### config.mk
export PLATFORM = sky130hd
export DESIGN_NAME = link_fsm_spw
export DESIGN_NICKNAME = d
export VERILOG_FILES = /design/src/rtl/link_fsm_spw.sv
export SDC_FILE = /design/constraint.sdc
export NUM_CORES = 1
export LEC_CHECK = 0
export BUFFER_PORTS_ARGS = -buffer_cell sky130_fd_sc_hd__buf_2
export CAP_MARGIN = 20
export CORE_MARGIN = 10
export CORE_UTILIZATION = 55
export DETAILED_ROUTE_END_ITERATION = 10
export PLACE_DENSITY = 0.73
export SLEW_MARGIN = 5
export SYNTH_ARGS = -nofsm -noshare
export SYNTH_HDL_FRONTEND = slang
export SYNTH_SLANG_ARGS = --single-unit
### constraint.sdc
create_clock -name pclk -period 4.3 [get_ports pclk]
set_input_delay 0.43 -clock pclk [delete_from_list [all_inputs] [get_ports pclk]]
set_output_delay 0.43 -clock pclk [all_outputs]
set_load 0.01 [all_outputs]
### src/rtl/link_fsm_spw.sv
// link_fsm_spw: SpaceWire link-level start-up state machine.
// Sequences receiver reset and transmitter NULL/FCT enables up to RUN.
module link_fsm_spw #(
  parameter int CNT_6U4  = 640,
  parameter int CNT_12U8 = 1280,
  parameter int CNT_DISC = 85
) (
  input  logic       pclk,
  input  logic       reset,
  input  logic       link_start,
  input  logic       link_disable,
  input  logic       auto_start,
  input  logic       rx_error,
  input  logic       rx_got_bit,
  input  logic       rx_got_null,
  input  logic       rx_got_fct,
  input  logic       rx_got_nchar,
  input  logic       rx_got_time_code,
  input  logic       rx_credit_error,
  output logic       rx_resetn,
  output logic       enable_tx,
  output logic       send_null_tx,
  output logic       send_fct_tx,
  output logic       link_up,
  output logic [2:0] fsm_state
);

  typedef enum logic [2:0] {
    ERROR_RESET = 3'd0,
    ERROR_WAIT  = 3'd1,
    READY       = 3'd2,
    STARTED     = 3'd3,
    CONNECTING  = 3'd4,
    RUN         = 3'd5
  } state_t;

  state_t      state;
  state_t      state_nxt;
  logic [11:0] timer;
  logic [11:0] dc_cnt;
  logic        dc_armed;
  logic        got_null_flag;
  logic        disconnect;
  logic        err_ev;
  logic        unexp_ev;
  logic        t_6u4;
  logic        t_12u8;
  logic        start_req;

  assign disconnect = dc_armed && (dc_cnt == 12'(CNT_DISC));
  assign err_ev     = rx_error | disconnect | rx_credit_error;
  assign unexp_ev   = rx_got_fct | rx_got_nchar | rx_got_time_code;
  assign t_6u4      = timer == 12'(CNT_6U4 - 1);
  assign t_12u8     = timer == 12'(CNT_12U8 - 1);
  assign start_req  = !link_disable &
                      (link_start | (auto_start & got_null_flag));

  always_ff @(posedge pclk or posedge reset) begin
    if (reset) state <= ERROR_RESET;
    else       state <= state_nxt;
  end

  // Error exits are tested first so they win over progress and timeout.
  always_comb begin
    state_nxt = ERROR_RESET;
    case (state)
      ERROR_RESET:
        state_nxt = t_6u4 ? ERROR_WAIT : ERROR_RESET;
      ERROR_WAIT:
        if (err_ev | unexp_ev) state_nxt = ERROR_RESET;
        else if (t_12u8)       state_nxt = READY;
        else                   state_nxt = ERROR_WAIT;
      READY:
        if (err_ev | unexp_ev) state_nxt = ERROR_RESET;
        else if (start_req)    state_nxt = STARTED;
        else                   state_nxt = READY;
      STARTED:
        if (err_ev | unexp_ev)                  state_nxt = ERROR_RESET;
        else if (got_null_flag | rx_got_null)   state_nxt = CONNECTING;
        else if (t_12u8)                        state_nxt = ERROR_RESET;
        else                                    state_nxt = STARTED;
      CONNECTING:
        if (err_ev | rx_got_nchar | rx_got_time_code)
          state_nxt = ERROR_RESET;
        else if (rx_got_fct) state_nxt = RUN;
        else if (t_12u8)     state_nxt = ERROR_RESET;
        else                 state_nxt = CONNECTING;
      RUN:
        if (err_ev | link_disable) state_nxt = ERROR_RESET;
        else                       state_nxt = RUN;
      default:
        state_nxt = ERROR_RESET;
    endcase
  end

  always_comb begin
    rx_resetn    = state != ERROR_RESET;
    enable_tx    = state inside {STARTED, CONNECTING, RUN};
    send_null_tx = state inside {STARTED, CONNECTING, RUN};
    send_fct_tx  = state inside {CONNECTING, RUN};
    link_up      = state == RUN;
    fsm_state    = state;
  end

  always_ff @(posedge pclk or posedge reset) begin
    if (reset)                   timer <= '0;
    else if (state_nxt != state) timer <= '0;
    else                         timer <= timer + 12'd1;
  end

  always_ff @(posedge pclk or posedge reset) begin
    if (reset)
      got_null_flag <= 1'b0;
    else if (state == ERROR_RESET || state_nxt == ERROR_RESET)
      got_null_flag <= 1'b0;
    else if (rx_got_null)
      got_null_flag <= 1'b1;
  end

  // Counter saturates at CNT_DISC so disconnect stays asserted.
  always_ff @(posedge pclk or posedge reset) begin
    if (reset) begin
      dc_cnt   <= '0;
      dc_armed <= 1'b0;
    end else if (state == ERROR_RESET || state_nxt == ERROR_RESET) begin
      dc_cnt   <= '0;
      dc_armed <= 1'b0;
    end else if (rx_got_bit) begin
      dc_cnt   <= '0;
      dc_armed <= 1'b1;
    end else if (dc_armed && !disconnect) begin
      dc_cnt   <= dc_cnt + 12'd1;
    end
  end

endmodule
==> metrics, run 1 <==
most frequent cells in the layout dfrtp_1 (29), nor3_1 (19), buf_2 (19); Critical Path AT 2.84 ns; met2 WL 1.72 mm; relative slew slack 0.424; Post-CTS Setup Repair Bufs 0; CTS buffer count 5; # placed instances 245; Final ANT Viol Nets 0; worst setup path class reg2reg; fin crit share 0.620; number of synthesis warnings 0; initial core utilization 0.580; post-DR wirelength/cell 15.1 µm; critical path startpoint dc_cnt[5]$_DFFE_PP0P_; M1 WL 1.80 mm; top sig layer met4; clock-pin transition on the worst setup and hold timing paths 0.09 ns; drt initial violations 144; IO Pins 20; Fin. Hold Viols 0; clk sinks 29; Clock Latency Late Sink 0.33 ns; Post-Route Utilization 0.641; crit path to dc_cnt[8]$_DFFE_PP0P_; post-route cell area 1970 µm²; fin crit period 2.67 ns; Comb pwr share 0.126; hold buffers post-CTS 0; vias post-DR 1,471; Worst R2R Start dc_cnt[5]$_DFFE_PP0P_; WL met3 258 µm; largest net degree at the start of global routing 30; initial antenna violation count 0; CTS tree done; Resized Gates After CTS 0; worst-path fanout max 14; Fillers 260; GRT overflow 0; register bit total from synthesis 29; Synth Flop Type dfrtp_1; Chip Height 77.0 µm; Area growth syn-to-layout 10.4%; Sw Ratio 0.285; synthesized area 1790 µm²; Vias/cell 5.79; FF-to-FF path depth 6; IO buf count 19; Synth top area share 0.406; Max Root-Sink Buffers 2; GPL Wtd Cong 0.868; Setup WS pre-CTS 1.66 ns; Routed WL 3.83 mm; diode count 0; dpl hpwl 2.78 mm; type of origin of the critical path flip-flop; Area contributors post-synth dfrtp_1 (41%), xor2_1 (5.9%), nor3_1 (5.3%); 1st-pass router iterations 4; register area 726 µm²; EDFF count, synth 0; # H-tree levels 2; Setup violations, final 0; CP endpoint kind flip-flop; Worst-Margin Slew 0.862 ns; Pwr Density 310 nW/µm²; Nets 224; die width 77.0 µm; Distinct cells, synth 44; Post-Syn Nets 205; Fmax 375 MHz; maxcap violations 0; footprint of the multi-input gates 973 µm²; maximum vdd drop 0.163 mV; clock power share 0.315; unrepaired setup endpoints after global routing no; global-route wire length before repair 6.77 mm; FFs w/ async S/R, synth 1.00; Critical Path RT 4.48 ns; Fin Clk Skew 0.0117 ns; root buf cell clkbuf_4; Int Pwr 0.438 mW; Syn Area/Cell 9.40 µm²; area of the core 3080 µm²; vias in the first global route 1,475; fin. max-slew vios 0; layout cell share with drive strength beyond 1 0.219; most common cell after layout, fill and taps aside dfrtp_1; Total GRT Usage 0.136; leakage 0.868 nW; reg2reg end dc_cnt[8]$_DFFE_PP0P_; Finished Layout Cells 254; setup ws final 1.63 ns; Cells after Synth 190; Rows 20; net switching power 0.175 mW; status complete, no violations; dpl cell area 1880 µm²; die area 5930 µm²; DRC 0; setup total negative slack 0 ns; Tightest Hold Check Type in2async; sequential power share 0.559; Yosys top cell by area dfrtp_1; reg-to-reg slack, setup 1.63 ns; post-synthesis sequential area ratio 0.406
[power by group through the flow]
stage               clock [mW]  combinational (mW)  sequential, mW
floorplan                    0              0.0570           0.338
global placement             0              0.0698           0.345
detailed placement           0              0.0746           0.348
CTS                      0.198              0.0754           0.342
global route             0.209              0.0911           0.348
finish                   0.193              0.0769           0.343
[per-stage QoR]
| stage | hold WS (ns) | power, mW |
|---|---|---|
| final | 0.0483 | 0.612 |
| after detailed placement | 0.496 | 0.423 |
| after CTS | 0.386 | 0.616 |
| after global placement | 0.476 | 0.415 |
| after floorplan | 0.461 | 0.395 |
| after global routing | 0.0555 | 0.648 |
[logic make-up (layout without fill, tap and decap cells)]
logic type                 Yosys count  count (layout)  share of synthesized area
adders and majority gates            3               3                     0.0210
and+or+nand+nor                    101             101                      0.338
buffers and inverters               15              35                     0.0490
xor gates and xnor gates            20              20                     0.0980
AOI/OAI and AO/OA                   22              22                     0.0882
DFF                                 29              29                      0.406
[sequential cells by signal (all words and copies together), names as in the netlist]
register       cells
got_null_flag      1
fsm_state          3
timer             12
dc_armed           1
dc_cnt            12
[worst min-delay path by stage]
stage                            start                     end  slack (ns)  cells past startpoint
CTS                              reset  fsm_state[0]$_DFF_PP0_        0.39                      2
detailed placement  timer[0]$_DFF_PP0_      timer[0]$_DFF_PP0_        0.50                      1
global route                     reset   dc_cnt[1]$_DFFE_PP0P_        0.06                      2
floorplan           timer[0]$_DFF_PP0_      timer[0]$_DFF_PP0_        0.46                      1
global placement    timer[0]$_DFF_PP0_      timer[0]$_DFF_PP0_        0.48                      1
finish                           reset   dc_cnt[1]$_DFFE_PP0P_        0.05                      2
[metal layers]
metal / global-route usage / up-vias
li1: - / 724
met5: 0 / -
met2: 0.201 / 39
met3: 0.0455 / 5
met1: 0.175 / 703
met4: 0.0620 / 0
[critical path, stage by stage, from the launching register on]
cell and delay (ns):
dfrtp_1 0.44, or4b_4 0.57, nor4_4 0.30, and2b_4 0.25
a21oi_1 0.06, a211oi_2 0.74, nor3_1 0.15
[synthesized netlist by cell type, drive strengths merged, types with 2 or more instances]
| cell type | count |
|---|---|
| dfrtp | 29 |
| nor3 | 28 |
| nand2 | 17 |
| nand3 | 14 |
| nor2 | 12 |
| xor2 | 12 |
| xnor2 | 8 |
| buf | 7 |
| inv | 7 |
| nand4 | 7 |
| o21ai | 6 |
| a21oi | 5 |
| nor4 | 5 |
| and3 | 4 |
| ha | 3 |
| and2 | 2 |
| nand2b | 2 |
| or3 | 2 |
[layout make-up]
type / instances / area share
Clock buffer: 7 / 0.0330
Clock inverter: 1 / 0.00254
Inverter: 7 / 0.0133
Multi-Input combinational cell: 146 / 0.493
Sequential cell: 29 / 0.368
Tap cell: 44 / 0.0279
Timing Repair Buffer: 20 / 0.0621
Note: power is estimated with default switching activity, not from simulation.
==> run 2: changes to the inputs <==
--- a/config.mk
+++ b/config.mk
@@ -8,9 +8,9 @@
 export BUFFER_PORTS_ARGS = -buffer_cell sky130_fd_sc_hd__buf_2
 export CAP_MARGIN = 20
 export CORE_MARGIN = 10
-export CORE_UTILIZATION = 55
+export CORE_UTILIZATION = 52
 export DETAILED_ROUTE_END_ITERATION = 10
-export PLACE_DENSITY = 0.73
+export PLACE_DENSITY = 0.72
 export SLEW_MARGIN = 5
 export SYNTH_ARGS = -nofsm -noshare
 export SYNTH_HDL_FRONTEND = slang
==> constraint.sdc (replaced) <==
create_clock -name pclk -period 2.4 [get_ports pclk]
set_input_delay 0.24 -clock pclk [delete_from_list [all_inputs] [get_ports pclk]]
set_output_delay 0.24 -clock pclk [all_outputs]
set_load 0.01 [all_outputs]
==> run 2 against run 1 <==
Cell count increased by 3.1%. Worst hold slack gained 0.15 ns. Global-route usage fell by 0.19 points. Routed wire length rose by 2.0%. Sequential share of layout area fell by 1.4 points. Combinational power increased by 77%. Via count is the same. Sequential power rose by 79%. Critical path depth increased by 2. Clock power up 120%. Power is 90% higher. Flip-flop and latch count unchanged.
==> metrics, run 2 (same netlist as run 1, synthesis figures left out) <==
vias post-DR 1,471 (unchanged); fin crit share 0.946 (+0.326); gr busiest metal met2; maximum vdd drop 0.415 mV (+160%); die width 78.6 µm (+2.1%); initial core utilization 0.535 (-0.0451); Critical Path RT 2.59 ns (-1.89 ns); clock-pin transition on the worst setup and hold timing paths 0.09 ns (about the same); Vias/cell 5.61 (-3.1%); area of the core 3340 µm² (+8.4%); Routed WL 3.91 mm (+2.0%); Fillers 328 (+26%); GPL Wtd Cong 0.902 (+4.0%); Post-CTS Setup Repair Bufs 0 (unchanged); Area growth syn-to-layout 14.8%; global-route wire length before repair 6.81 mm (+0.62%); IO Pins 20 (unchanged); Pwr Density 568 nW/µm² (+83%); setup total negative slack 0 ns (unchanged); Setup violations, final 0 (unchanged); post-DR wirelength/cell 14.9 µm (-1.1%); maxcap violations 0 (unchanged); worst-path fanout max 11 (-3); Final ANT Viol Nets 0 (unchanged); GRT overflow 0 (unchanged); DRC 0 (unchanged); CTS buffer count 5 (unchanged); Clock Latency Late Sink 0.32 ns (about the same); net switching power 0.304 mW (+74%); Setup WS pre-CTS 0.0992 ns (-1.56 ns); setup ws final 0.130 ns (-1.50 ns); most common cell after layout, fill and taps aside dfrtp_1; IO buf count 19 (unchanged); diode count 0 (unchanged); Tightest Hold Check Type in2reg; 1st-pass router iterations 4 (unchanged); dpl cell area 1940 µm² (+3.2%); Nets 230 (+2.7%); register area 726 µm² (unchanged); post-route cell area 2050 µm² (+3.9%); worst setup path class reg2reg; sequential power share 0.526 (-0.033); fin. max-slew vios 0 (unchanged); # H-tree levels 2 (unchanged); Critical Path AT 2.46 ns (-0.38 ns); initial antenna violation count 0 (unchanged); root buf cell clkbuf_4; clk sinks 29 (unchanged); fin crit period 2.27 ns (-0.396 ns); status complete, no violations; Sw Ratio 0.261 (-0.0243); clock power share 0.357 (+0.042); layout cell share with drive strength beyond 1 0.250 (+0.0310); Fin Clk Skew 0.00824 ns (-0.00344 ns); drt initial violations 69 (-52%); CTS tree done; relative slew slack 0.649 (+0.225); met3 Usage GRT 0.0364 (-0.00901); footprint of the multi-input gates 993 µm² (+2.1%); vias in the first global route 1,498 (+1.6%); dpl hpwl 2.87 mm (+3.5%); Final Power 1.17 mW (+90%); Worst-Margin Slew 0.527 ns (-0.335 ns); unrepaired setup endpoints after global routing no; Int Pwr 0.861 mW (+97%); Comb pwr share 0.117 (-0.009); type of origin of the critical path flip-flop; largest net degree at the start of global routing 30 (unchanged); die area 6180 µm² (+4.3%); Fin. Hold Viols 0 (unchanged); leakage 0.898 nW (+3.5%); grt met2 use 0.234 (+0.0337); CP endpoint kind flip-flop; Fmax 441 MHz (+17%); Rows 21 (+5.0%); Chip Height 78.6 µm (+2.1%); met1 usage in global routing 0.152 (-0.0236); Max Root-Sink Buffers 2 (unchanged); Total GRT Usage 0.134 (-0.00195); most frequent cells in the layout dfrtp_1 (29), nor3_1 (19), buf_2 (19)
run 2: cell types whose count changed in the layout (fill, tap and decap cells not counted), sizes merged:
cell / change
buf: +5
bufinv: +1
clkinv: -1
dlygate4sd3: +1
run 2: cell type report:
class                      instances  area share
multi-input combinational        146       0.484
sequential                        29       0.354
clock buffer                       7      0.0268
clock inverter                     1      0.0146
inverter                           7      0.0128
tap                               46      0.0281
timing repair buffer              26      0.0793
run 2: layer usage:
metal / vias to the layer above / part of all wire
met3: 10 / 0.048
met4: 0 / 0.020
met2: 36 / 0.52
met5: - / 0
li1: 732 / -
met1: 693 / 0.42
run 2: final timing paths:
| check | start | end | slack, ns | cells past startpoint |
|---|---|---|---|---|
| min in group asynchronous | reset | dc_cnt[6]$_DFFE_PP0P_ | 0.51 | 4 |
| min reg2reg | timer[0]$_DFF_PP0_ | timer[0]$_DFF_PP0_ | 0.52 | 1 |
| max reg2reg | timer[0]$_DFF_PP0_ | timer[11]$_DFF_PP0_ | 0.13 | 8 |
| min | rx_got_bit | dc_armed$_DFFE_PP0P_ | 0.20 | 3 |
| max in group asynchronous | reset | timer[10]$_DFF_PP0_ | 1.61 | 4 |
| max | timer[0]$_DFF_PP0_ | timer[11]$_DFF_PP0_ | 0.13 | 8 |
run 2: power by group through the flow:
| stage | sequential (mW) | clock [mW] | combinational, mW |
|---|---|---|---|
| 6_report | 0.613 | 0.416 | 0.136 |
| 5_1_grt | 0.622 | 0.459 | 0.158 |
| 4_1_cts | 0.611 | 0.435 | 0.139 |
| 3_5_place_dp | 0.620 | 0 | 0.136 |
| 3_3_place_gp | 0.617 | 0 | 0.128 |
| 2_1_floorplan | 0.606 | 0 | 0.102 |
run 2: metrics by stage:
step                hold WS [ns]  utilization  std cells
finish                     0.198        0.615        262
global route               0.185        0.615        262
CTS                        0.180        0.609        262
detailed placement         0.328        0.580        253
global placement           0.315        0.580        253
floorplan                  0.318            -        190
run 2: critical path, cell delays in order (launching register included):
cell	delay, ns
dfrtp_1	0.43
ha_1	0.26
and4_2	0.29
and3_1	0.19
o32a_1	0.17
or4_1	0.45
nand2_1	0.14
buf_12	0.15
nor3_1	0.05
run 2: timing repair:
item,in CTS,in global routing
gates resized for setup,0,5
endpoints found under the setup margin,0,17
endpoints found under the hold margin,29,0
hold buffers,1,0
